**config.mk**
```make
export PLATFORM = sky130hd
export DESIGN_NAME = fifo_word_reader
export DESIGN_NICKNAME = d
export VERILOG_FILES = /design/src/rtl/fifo_rd_pkg.sv /design/src/rtl/fifo_word_reader_word_pack.sv /design/src/rtl/fifo_word_reader.sv
export SDC_FILE = /design/constraint.sdc
export NUM_CORES = 1
export LEC_CHECK = 0
export CAP_MARGIN = 5
export CORE_MARGIN = 4
export CORE_UTILIZATION = 30
export CTS_BUF_LIST = sky130_fd_sc_hd__clkbuf_8
export CTS_CLUSTER_DIAMETER = 50
export DETAILED_ROUTE_END_ITERATION = 10
export SETUP_SLACK_MARGIN = 0.4
export SYNTH_ARGS = -nofsm -noshare
export SYNTH_HDL_FRONTEND = slang
export SYNTH_HIERARCHICAL = 1
export SYNTH_SLANG_ARGS = --single-unit
```
**constraint.sdc**
```tcl
create_clock -name rd_clk -period 2.6 [get_ports rd_clk]
set_input_delay 0.26 -clock rd_clk [delete_from_list [all_inputs] [get_ports rd_clk]]
set_output_delay 0.26 -clock rd_clk [all_outputs]
set_load 0.01 [all_outputs]
```
**src/rtl/fifo_rd_pkg.sv**
```systemverilog
// rtl/fifo_rd_pkg.sv - shared types and constants for the fifo word reader
package fifo_rd_pkg;

    localparam int FIFO_DW = 8;

    typedef enum logic {
        FILL = 1'b0,
        OUT  = 1'b1
    } rd_state_t;

endpackage

```
**src/rtl/fifo_word_reader_word_pack.sv**
```systemverilog
// rtl/fifo_word_reader_word_pack.sv - byte lane registers for one packed output word
// Ports:
//   rd_clk, reset_n      clock, asynchronous active-low reset
//   i_clear              zero every lane (wins over a write)
//   i_wr_en, i_wr_idx    write i_wr_data into lane i_wr_idx
//   o_data               all lanes, lane k in bits [8k+7:8k]
module word_pack
    import fifo_rd_pkg::*;
#(
    parameter int WORD_BYTES = 2
) (
    input  logic                          rd_clk,
    input  logic                          reset_n,
    input  logic                          i_clear,
    input  logic                          i_wr_en,
    input  logic [2:0]                    i_wr_idx,
    input  logic [FIFO_DW-1:0]            i_wr_data,
    output logic [FIFO_DW*WORD_BYTES-1:0] o_data
);

    logic [FIFO_DW-1:0] r_lane [WORD_BYTES];

    always_ff @(posedge rd_clk or negedge reset_n) begin
        if (!reset_n) begin
            for (int k = 0; k < WORD_BYTES; k++) r_lane[k] <= '0;
        end else if (i_clear) begin
            for (int k = 0; k < WORD_BYTES; k++) r_lane[k] <= '0;
        end else if (i_wr_en) begin
            for (int k = 0; k < WORD_BYTES; k++) begin
                if (i_wr_idx == 3'(k)) r_lane[k] <= i_wr_data;
            end
        end
    end

    for (genvar g = 0; g < WORD_BYTES; g++) begin : g_lane
        assign o_data[g*FIFO_DW +: FIFO_DW] = r_lane[g];
    end

endmodule

```
**src/rtl/fifo_word_reader.sv**
```systemverilog
// rtl/fifo_word_reader.sv - pops bytes from an 8-bit fifo and presents packed words
// Ports:
//   rd_clk, reset_n              read clock, asynchronous active-low reset
//   fifo_empty, fifo_data        fifo status and registered read data (valid the cycle after a pop)
//   fifo_rd                      fifo pop request
//   m_data, m_valid, m_ready     packed word handshake, first popped byte in lane 0
//   m_bytes                      number of valid lanes in m_data
//   flush                        emit the partially gathered word
//   words_out                    wrapping count of accepted words
module fifo_word_reader
    import fifo_rd_pkg::*;
#(
    parameter int WORD_BYTES = 2
) (
    input  logic                          rd_clk,
    input  logic                          reset_n,
    input  logic                          fifo_empty,
    input  logic [FIFO_DW-1:0]            fifo_data,
    output logic                          fifo_rd,
    output logic [FIFO_DW*WORD_BYTES-1:0] m_data,
    output logic                          m_valid,
    input  logic                          m_ready,
    output logic [2:0]                    m_bytes,
    input  logic                          flush,
    output logic [15:0]                   words_out
);

    localparam logic [2:0] W_FULL = 3'(WORD_BYTES);

    rd_state_t   r_state;
    logic [2:0]  r_captured;
    logic [2:0]  r_issued;
    logic        r_inflight;
    logic        r_flush_pend;
    logic        r_m_valid;
    logic [2:0]  r_m_bytes;
    logic [15:0] r_words_out;

    logic        w_pop;
    logic        w_capture;
    logic [2:0]  w_cap_next;
    logic        w_handshake;
    logic        w_flush_now;
    logic        w_flush_defer;
    logic        w_emit;

    // Gated by reset_n so no pop can reach the fifo while the block is held in reset.
    assign w_pop       = reset_n && (r_state == FILL) && !fifo_empty
                         && (r_issued < W_FULL) && !r_flush_pend;
    assign w_capture   = (r_state == FILL) && r_inflight;
    assign w_cap_next  = r_captured + 3'(w_capture);
    assign w_handshake = (r_state == OUT) && m_ready;

    // A pop issued on the same edge as flush counts as in flight: its byte
    // arrives next cycle and must land in this word, so emission is deferred.
    assign w_flush_now   = (r_state == FILL) && flush && !r_inflight && !w_pop
                           && (r_captured != 3'd0);
    assign w_flush_defer = (r_state == FILL) && flush && (r_inflight || w_pop);

    // With flush pending no new pops are issued, so the edge after it was set
    // either captures the last outstanding byte or has nothing left to wait for.
    assign w_emit = (w_capture && (w_cap_next == W_FULL)) || r_flush_pend || w_flush_now;

    always_ff @(posedge rd_clk or negedge reset_n) begin
        if (!reset_n) begin
            r_state      <= FILL;
            r_captured   <= '0;
            r_issued     <= '0;
            r_inflight   <= 1'b0;
            r_flush_pend <= 1'b0;
            r_m_valid    <= 1'b0;
            r_m_bytes    <= '0;
            r_words_out  <= '0;
        end else if (r_state == FILL) begin
            r_inflight <= w_pop;
            if (w_pop)     r_issued   <= r_issued + 3'd1;
            if (w_capture) r_captured <= w_cap_next;
            if (w_emit) begin
                r_state      <= OUT;
                r_m_valid    <= 1'b1;
                r_m_bytes    <= w_cap_next;
                r_flush_pend <= 1'b0;
            end else if (w_flush_defer) begin
                r_flush_pend <= 1'b1;
            end
        end else begin
            if (m_ready) begin
                r_state     <= FILL;
                r_m_valid   <= 1'b0;
                r_m_bytes   <= '0;
                r_captured  <= '0;
                r_issued    <= '0;
                r_words_out <= r_words_out + 16'd1;
            end
        end
    end

    word_pack #(
        .WORD_BYTES (WORD_BYTES)
    ) u_word_pack (
        .rd_clk    (rd_clk),
        .reset_n   (reset_n),
        .i_clear   (w_handshake),
        .i_wr_en   (w_capture),
        .i_wr_idx  (r_captured),
        .i_wr_data (fifo_data),
        .o_data    (m_data)
    );

    assign fifo_rd   = w_pop;
    assign m_valid   = r_m_valid;
    assign m_bytes   = r_m_bytes;
    assign words_out = r_words_out;

endmodule

```
Word level (Yosys, flattened, before mapping)
Index checks and enable logic that the tools add are counted.
- add/sub/neg operators: 3
- order comparisons: 1
- eq/ne operators: 3
- muxes and demuxes: 19
- bitwise gates (word level): 1
- reduce and logical (&&, ||, !) cells: 35
- operators with widths (cell ; number):
    2-to-1 mux 16 bit ; 2
    2-to-1 mux 3 bit ; 7
    adder 16 x 1 -> 16 bit (second input constant) ; 1
    2-to-1 mux 8 bit ; 2
    AND reduction 2 bit ; 7
    nonzero test 2 bit ; 7
    logical AND 1 bit ; 12
    2-to-1 mux 1 bit ; 8
    zero test 1 bit ; 4
    adder 3 x 1 -> 3 bit ; 1
    adder 3 x 1 -> 3 bit (second input constant) ; 1
    == test 3 x 1 -> 1 bit (second input constant) ; 1
    == test 3 x 2 -> 1 bit (second input constant) ; 1
    zero test 3 bit ; 1
    logical OR 1 bit ; 3
    less-than comparator 3 x 2 -> 1 bit (second input constant) ; 1
    nonzero test 3 bit ; 1
    inequality test 2 bit (second input constant) ; 1
    inverter 1 bit ; 1
- flip-flop bits (word level): 45
- input bits: 13
- output and inout port bits: 37
- word-level logic and storage cells: 72

Longest topological paths before layout
Gate-level depths: netlist of the first run.
- depth after elaboration: 11
- mapped depth: 9
- gate-level depth less buffers: 8

Cells and area by module
The synthesis of the first run kept the hierarchy.
- by module, submodules not included (module ; instances ; cells an instance ; area each (µm²) ; sequential area each (µm²)):
    fifo_word_reader ; 1 ; 116 ; 1323.8 ; 725.7
    word_pack ; 1 ; 62 ; 760.7 ; 400.4

Worst setup path after synthesis of the first run
Ideal clock, no wire load.
- kind: register -> register
- from: register r_state
- to: register r_m_bytes[0], in the netlist m_bytes[0]
- setup time: 0.087 ns
- arrival: 1.962 ns
- data required time: 2.513 ns
- path slack: 0.552 ns
- cell stages (with the launch flop): 10
- buffers on the path: 1
- clock period less this slack: 2.048 ns
- cells stage by stage: dfrtp_1 -> nor2b_1 -> clkbuf_1 -> ha_1 -> ha_1 -> xnor2_1 -> a41oi_1 -> o21ai_2 -> or3b_1 -> o211ai_1
- elaborated cells on any way between the ends: 21
- RTL lines (element ; line ; text):
    start, declared ; fifo_word_reader.sv:30 ; rd_state_t r_state;
    start signal, assigned ; fifo_word_reader.sv:66 ; r_state <= FILL;
    start signal, assigned ; fifo_word_reader.sv:79 ; r_state <= OUT;
    start signal, assigned ; fifo_word_reader.sv:88 ; r_state <= FILL;
    inverter 1 bit (no line) * ; n/a ;
    logical AND 1 bit * ; fifo_word_reader.sv:50 ; assign w_capture = (r_state == FILL) && r_inflight;
    net w_capture ; fifo_word_reader.sv:40 ; logic w_capture;
    adder 3 x 1 -> 3 bit ; fifo_word_reader.sv:51 ; assign w_cap_next = r_captured + 3'(w_capture);
    == test 3 x 2 -> 1 bit ; fifo_word_reader.sv:62 ; assign w_emit = (w_capture && (w_cap_next == W_FULL)) || r_flush_pend || w_flush_now;
    logical AND 1 bit ; fifo_word_reader.sv:62 ;
    logical OR 1 bit (2 in series) ; fifo_word_reader.sv:62 ;
    nonzero test 2 bit (no line) ; n/a ;
    AND reduction 2 bit (no line) ; n/a ;
    end signal, assigned ; fifo_word_reader.sv:81 ; r_m_bytes <= w_cap_next;
    end, declared ; fifo_word_reader.sv:36 ; logic [2:0] r_m_bytes;
Mark *: on every way through the listed nets, which the timed path passes. The rest lies on a longest branch. The select of a mux whose other input is x is not followed.
A chain may end at the register's enable or synchronous reset.

Worst setup path after layout of the first run
- from: register r_inflight
- to: register r_m_bytes[0], in the netlist m_bytes[0]
- word-level cells in the longest chain between the ends: 8
- elaborated cells on any way between the ends: 14
- RTL lines (element ; line ; text):
    start, declared ; fifo_word_reader.sv:33 ; logic r_inflight;
    start signal, assigned ; fifo_word_reader.sv:75 ; r_inflight <= w_pop;
    logical AND 1 bit ; fifo_word_reader.sv:50 ;
    adder 3 x 1 -> 3 bit ; fifo_word_reader.sv:51 ;
    == test 3 x 2 -> 1 bit ; fifo_word_reader.sv:62 ;
    logical AND 1 bit ; fifo_word_reader.sv:62 ;
    logical OR 1 bit (2 in series) ; fifo_word_reader.sv:62 ;
    nonzero test 2 bit (no line) ; n/a ;
    AND reduction 2 bit (no line) ; n/a ;
Several ways; a longest one is shown, not always the timed one. The select of a mux whose other input is x is not followed.

==> results.py, run 1 <==
metrics = {
    "cells_and_area": {
        "final_area_um2": 2808,
        "layout_commonest_cell": "clkdlybuf4s50_1",
        "drive_gt1_share_pct": 9.402,
        "syn_to_final_growth_pct": 34.69,
        "fill_cells": 678,
        "final_util_pct": 41.56,
        "antenna_cells": 0,
        "mostFrequentLayoutCells": "clkdlybuf4s50_1, dfrtp_1, nand2b_1",
        "fin_nets": 250,
    },
    "critical_path": {
        "cp-end-kind": "register",
        "arrival_ns": 2.20,
        "critPathKind": "register to register",
        "crit_required_ns": 2.81,
        "start_kind": "register",
        "critPathMaxFanout": 5,
        "r2r.worst_path.cells": 8,
    },
    "pwr": {
        "powerDensity_nw_per_um2": 829.7,
        "power.leakage_nw": 1.236,
        "peakVddDrop_mv": 0.4209,
    },
    "cts": {
        "cts_tree": "built",
        "cts_resized": 2,
        "root_buffer": "clkbuf_8",
        "cts_buffers": 5,
        "cts_sinks": 45,
        "postCtsSetupBuffers": 0,
        "clk_path_buf_depth": 2,
        "htreeDepth": 2,
        "worst_skew_pair.late_latency_ns": 0.29,
        "clk_pin_slew_worst_paths_ns": 0.09,
        "cts-hold-fix-buffers": 0,
    },
    "routing": {
        "wire_per_inst_um": 13.91,
        "drt_pre_antenna_iters": 4,
        "post-route-drc-count": 0,
        "routed_wl_mm": 4.368,
        "via_per_inst": 4.627,
        "dr.first_iter.drc_count": 60,
        "antenna_left": 0,
        "route.vias.total": 1453,
    },
    "yosys": {
        "ys.flop_type": "dfrtp_1",
        "synthCells": 178,
        "synth_top_cells_by_area": "dfrtp_1, mux2i_1, nand2b_1, xnor2_1, ha_1",
        "ys_types": 32,
        "synth_area_um2": 2084,
        "synth_top_area_share_pct": 54.02,
        "yosys.area.top_type": "dfrtp_1",
        "ys.warnings.count": 6,
        "async_reset_ff_share_pct": 100.0,
        "avgSynthCellArea_um2": 11.71,
        "ys_ff_latch": 45,
        "yosysSeqAreaShare_pct": 54.02,
        "synth_edf_count": 0,
        "syn_nets": 195,
    },
    "status": {
        "run_status": "complete, no violations",
    },
    "placement": {
        "hpwl_mm": 3.036,
        "place.gp.congestion": 0.7612,
        "port_buffers": 49,
        "placed_area_um2": 2676,
    },
    "timing": {
        "fin_crit_ns": 1.986,
        "whs_ns": 0.06536,
        "skew_ns": 0.004595,
        "fmax_mhz": 503.6,
        "setup_tns_ns": 0,
        "drv_slew": 0,
        "fin_crit_sh_pct": 76.37,
        "maxSlewHeadroom_pct": 60.80,
        "rsz0062_at_grt": "false",
        "finalHoldViolations": 0,
        "tightest_slew_ns": 0.5881,
        "setup_violations": 0,
    },
    "die": {
        "row_count": 30,
        "fp.dieArea_um2": 8346,
        "die_h_um": 91.36,
        "coreArea_um2": 6756,
        "die-width_um": 91.36,
        "ioPinCount": 50,
        "start_util_pct": 30.85,
    },
    "global_routing": {
        "grt_pass1_wl_mm": 7.341,
        "grt_max_degree": 46,
        "grt_pass1_vias": 1484,
        "track_usage_pct": 10.94,
        "antenna_found_initial": 0,
        "globalRouteOverflowTotal": 0,
    },
    "hold_path": {
        "hp-class": "input port to async pin",
    },
    "flow_run": {
        "max-cap-violations": 0,
    },
}
-- power by group --
group          total, W  internal (W)  switching [W]
Clock          0.000550      0.000313       0.000237
Combinational  0.000800      0.000434       0.000366
Sequential     0.000979      0.000843       0.000137
-- sequential cells by signal (all words and copies together), names as in the netlist --
| register | count |
|---|---|
| m_bytes | 3 |
| r_flush_pend | 1 |
| words_out | 16 |
| r_inflight | 1 |
| u_word_pack/o_data | 16 |
| m_valid | 1 |
| r_issued | 3 |
| r_state | 1 |
| r_captured | 3 |
-- layer usage --
layer | up-vias | global-route usage, % | part of all wire, %
met5 | - | 0 | 0
met4 | 0 | 2.638 | 0.53
met3 | 2 | 3.397 | 4.5
met2 | 35 | 16.06 | 45
met1 | 693 | 15.68 | 50
li1 | 723 | - | -
-- through the flow --
stage	instances	worst slack [ns]	total power [W]
floorplan	178	0.5518	0.001435
global placement	306	0.3288	0.001794
detailed placement	306	0.3012	0.001797
CTS	314	0.5822	0.002367
global route	314	0.4539	0.002498
finish	314	0.6144	0.002330
-- final timing paths --
path                                      startpoint                                 to  slack, ns
setup / recovery              r_inflight$_DFFE_PN0N_             m_bytes[0]$_DFFE_PN0P_       0.61
hold / removal                               reset_n           words_out[3]$_DFFE_PN0P_       0.07
setup reg to reg              r_inflight$_DFFE_PN0N_             m_bytes[0]$_DFFE_PN0P_       0.61
hold reg to reg            words_out[15]$_DFFE_PN0P_          words_out[15]$_DFFE_PN0P_       0.48
max in group asynchronous                    reset_n  u_word_pack/o_data[1]$_DFFE_PN0P_       2.13
min in group rd_clk        words_out[15]$_DFFE_PN0P_          words_out[15]$_DFFE_PN0P_       0.48
-- final cells by class --
cell class                 count  area [um2]  area share (%)
clock buffer                   6       82.58           2.941
clock inverter                 2       37.54           1.337
inverter                       3       11.26          0.4011
multi-input combinational    124       928.4           33.07
sequential                    45        1126           40.11
tap                           80       100.1           3.565
timing repair buffer          54       521.8           18.58
-- cell usage after synthesis (2+ instances only) --
cell type and number:
a21oi_1 2, a22o_1 4, and3_1 2, and4_1 3, clkbuf_1 4, dfrtp_1 45, ha_1 4, inv_1 3
mux2i_1 18, nand2_1 13, nand2b_1 25, nand3_1 4, nand4_1 4, nor2_1 8, nor2b_1 5, o21ai_0 3
or4b_4 2, xnor2_1 15
-- cell families (layout without fill, tap and decap cells) --
family	Yosys count	in the layout	share of synthesized area (%)
compound gates	16	16	6.243
xor+xnor	16	16	6.723
fa+ha+maj	4	4	2.401
buf+inv	9	65	2.040
flops	45	45	54.02
mux	19	19	9.184
simple gates	69	69	19.39
-- critical path: stages (launching register included) --
cell and delay [ns]:
dfrtp_1 0.40, nor2b_1 0.15, ha_1 0.18, ha_1 0.20
xnor2_1 0.16, a41oi_2 0.23, o21ai_2 0.12, or3b_1 0.39
o211ai_1 0.08
Note: power is estimated with default switching activity, not from simulation.
==> run 2, diff against run 1 <==
Clock period 2.6 ns to 1.75 ns, I/O delays scaled along.
==> run 2 against run 1 <==
Compared with the run above: the run now ends with setup timing left; critical path type unchanged; global-route usage increased by 2.1 points; sequential cell count did not move; cell count increased by 12%; total power rose by 68%; count of clock-buffer cells in the layout did not move; non-clock buffer count grew 37; core utilization up 6.5 points.
==> results.py, run 2 (synthesis results as in run 1) <==
metrics = {
    "cells_and_area": {
        "final_area_um2": 3249,
        "final_util_pct": 48.09,
        "layout_commonest_cell": "dfrtp_1",
        "instances_no_fill": 351,
        "mostFrequentLayoutCells": "dfrtp_1, dlygate4sd2_1, buf_4",
        "fin_nets": 287,
        "syn_to_final_growth_pct": 55.88,
        "drive_gt1_share_pct": 29.15,
        "antenna_cells": 0,
        "fill_cells": 635,
    },
    "placement": {
        "place_ws_ns": -0.3826,
        "placed_area_um2": 2844,
        "place.gp.congestion": 0.7778,
        "port_buffers": 49,
        "hpwl_mm": 3.235,
        "placed_cells": 319,
    },
    "global_routing": {
        "grt_max_degree": 46,
        "antenna_found_initial": 0,
        "grt_pass1_vias": 1781,
        "track_usage_pct": 13.05,
        "grt_pass1_wl_mm": 8.659,
        "globalRouteOverflowTotal": 0,
    },
    "cts": {
        "root_buffer": "clkbuf_8",
        "worst_skew_pair.late_latency_ns": 0.30,
        "cts_tree": "built",
        "clk_path_buf_depth": 2,
        "cts-hold-fix-buffers": 0,
        "cts_buffers": 5,
        "htreeDepth": 2,
        "cts_sinks": 45,
        "clk_pin_slew_worst_paths_ns": 0.09,
    },
    "critical_path": {
        "arrival_ns": 2.10,
        "max_stage_delay_ns": 0.52,
        "critPathKind": "register to register",
        "cp_top_family": "simple AND/OR/NAND/NOR gates",
        "critPathMaxFanout": 3,
        "cp-end-kind": "register",
        "crit_slowest_cell": "or4b_4",
        "cp_num_buf_inv": 1,
        "path_cells": "or4b_4 > buf_6 > o31ai_4 > o21ai_2 > or3b_1 > o211ai_1",
        "crit_required_ns": 1.96,
        "start_kind": "register",
    },
    "timing": {
        "finalHoldViolations": 0,
        "fin_ws_ns": -0.1368,
        "whs_ns": 0.04038,
        "maxSlewHeadroom_pct": 61.41,
        "drv_slew": 0,
        "skew_ns": 0.008394,
        "rsz0062_at_grt": "true",
        "fin_crit_ns": 1.887,
        "tightest_slew_ns": 0.5789,
        "setup_violations": 7,
        "fmax_mhz": 530.0,
        "fin_crit_sh_pct": 107.8,
    },
    "routing": {
        "antenna_left": 0,
        "route.vias.total": 1629,
        "post-route-drc-count": 0,
        "dr.first_iter.drc_count": 56,
        "via_per_inst": 4.641,
        "wire_per_inst_um": 14.45,
        "drt_pre_antenna_iters": 4,
        "routed_wl_mm": 5.072,
    },
    "pwr": {
        "p_int_w": 0.002657,
        "switching_share_pct": 32.15,
        "combPwrFrac_pct": 42.5,
        "seq_power_share_pct": 36.7,
        "peakVddDrop_mv": 0.6354,
        "power.leakage_nw": 1.626,
        "powerDensity_nw_per_um2": 1205,
        "p_switching_w": 0.001259,
        "clkPwrFrac_pct": 20.8,
    },
    "flow_run": {
        "max-cap-violations": 0,
    },
    "die": {
        "fp.dieArea_um2": 8346,
        "die-width_um": 91.36,
        "row_count": 30,
        "ioPinCount": 50,
        "coreArea_um2": 6756,
        "die_h_um": 91.36,
        "start_util_pct": 30.85,
    },
    "status": {
        "violations": "setup timing",
        "run_status": "complete, but fails checks",
    },
    "hold_path": {
        "hp-class": "input port to async pin",
    },
}
[run 2: worst paths after layout]
check                                     startpoint                           endpoint  slack, ns  cells past startpoint
min in group rd_clk        words_out[15]$_DFFE_PN0P_          words_out[15]$_DFFE_PN0P_       0.47                      1
setup reg to reg             r_issued[2]$_DFFE_PN0P_             m_bytes[0]$_DFFE_PN0P_      -0.14                      6
max in group asynchronous                    reset_n           words_out[5]$_DFFE_PN0P_       1.29                      2
hold / removal                               reset_n  u_word_pack/o_data[5]$_DFFE_PN0P_       0.04                      2
hold reg to reg            words_out[15]$_DFFE_PN0P_          words_out[15]$_DFFE_PN0P_       0.47                      1
setup / recovery             r_issued[2]$_DFFE_PN0P_             m_bytes[0]$_DFFE_PN0P_      -0.14                      6
[run 2: final cells by class]
cell class,count,area [um2],share of cell area [%]
clock buffer,6,82.58,2.541
inverter,3,16.27,0.5006
sequential,45,1129,34.73
clock inverter,2,33.78,1.040
tap,80,100.1,3.080
multi-input combinational,124,1054,32.42
timing repair buffer,91,834.6,25.68
[run 2: worst register-to-register path: stages (launching register included)]
cell      delay, ns
dfrtp_1        0.38
or4b_4         0.52
buf_6          0.13
o31ai_4        0.21
o21ai_2        0.10
or3b_1         0.35
o211ai_1       0.10
[run 2: power groups by stage]
stage	logic [W]	registers, W	clock network [W]
floorplan	0.000640	0.00153	0
finish	0.00166	0.00144	0.000814
global placement	0.00132	0.00146	0
detailed placement	0.00134	0.00147	0
CTS	0.00165	0.00143	0.000851
global route	0.00181	0.00147	0.000887
[run 2: repair_timing]
item                                    in CTS  in global routing
resized for setup                           66                  4
pin swaps                                    9                  6
endpoints found under the setup margin      75                 43
setup buffers                               20                  2
gates cloned                                 2                  0
[run 2: layer usage]
metal / global-route usage (%) / routed length [um]
met5: 0 / 0
met4: 4.271 / 60
met3: 3.894 / 229
met2: 21.58 / 2489
met1: 16.27 / 2294
[run 2: metrics by stage]
| step | total power [W] | setup TNS, ns |
|---|---|---|
| floorplan | 0.002165 | -0.1474 |
| global placement | 0.002784 | -2.020 |
| detailed placement | 0.002801 | -2.319 |
| CTS | 0.003937 | -0.5751 |
| global route | 0.004174 | -1.049 |
| finish | 0.003916 | -0.5197 |
==> run 3, diff against run 2 <==
Settings changed: ABC_CLOCK_PERIOD_IN_PS set to 1750.
==> results of run 3 <==
Same layout as run 2: the final DEF is identical, and so are final timing and power.
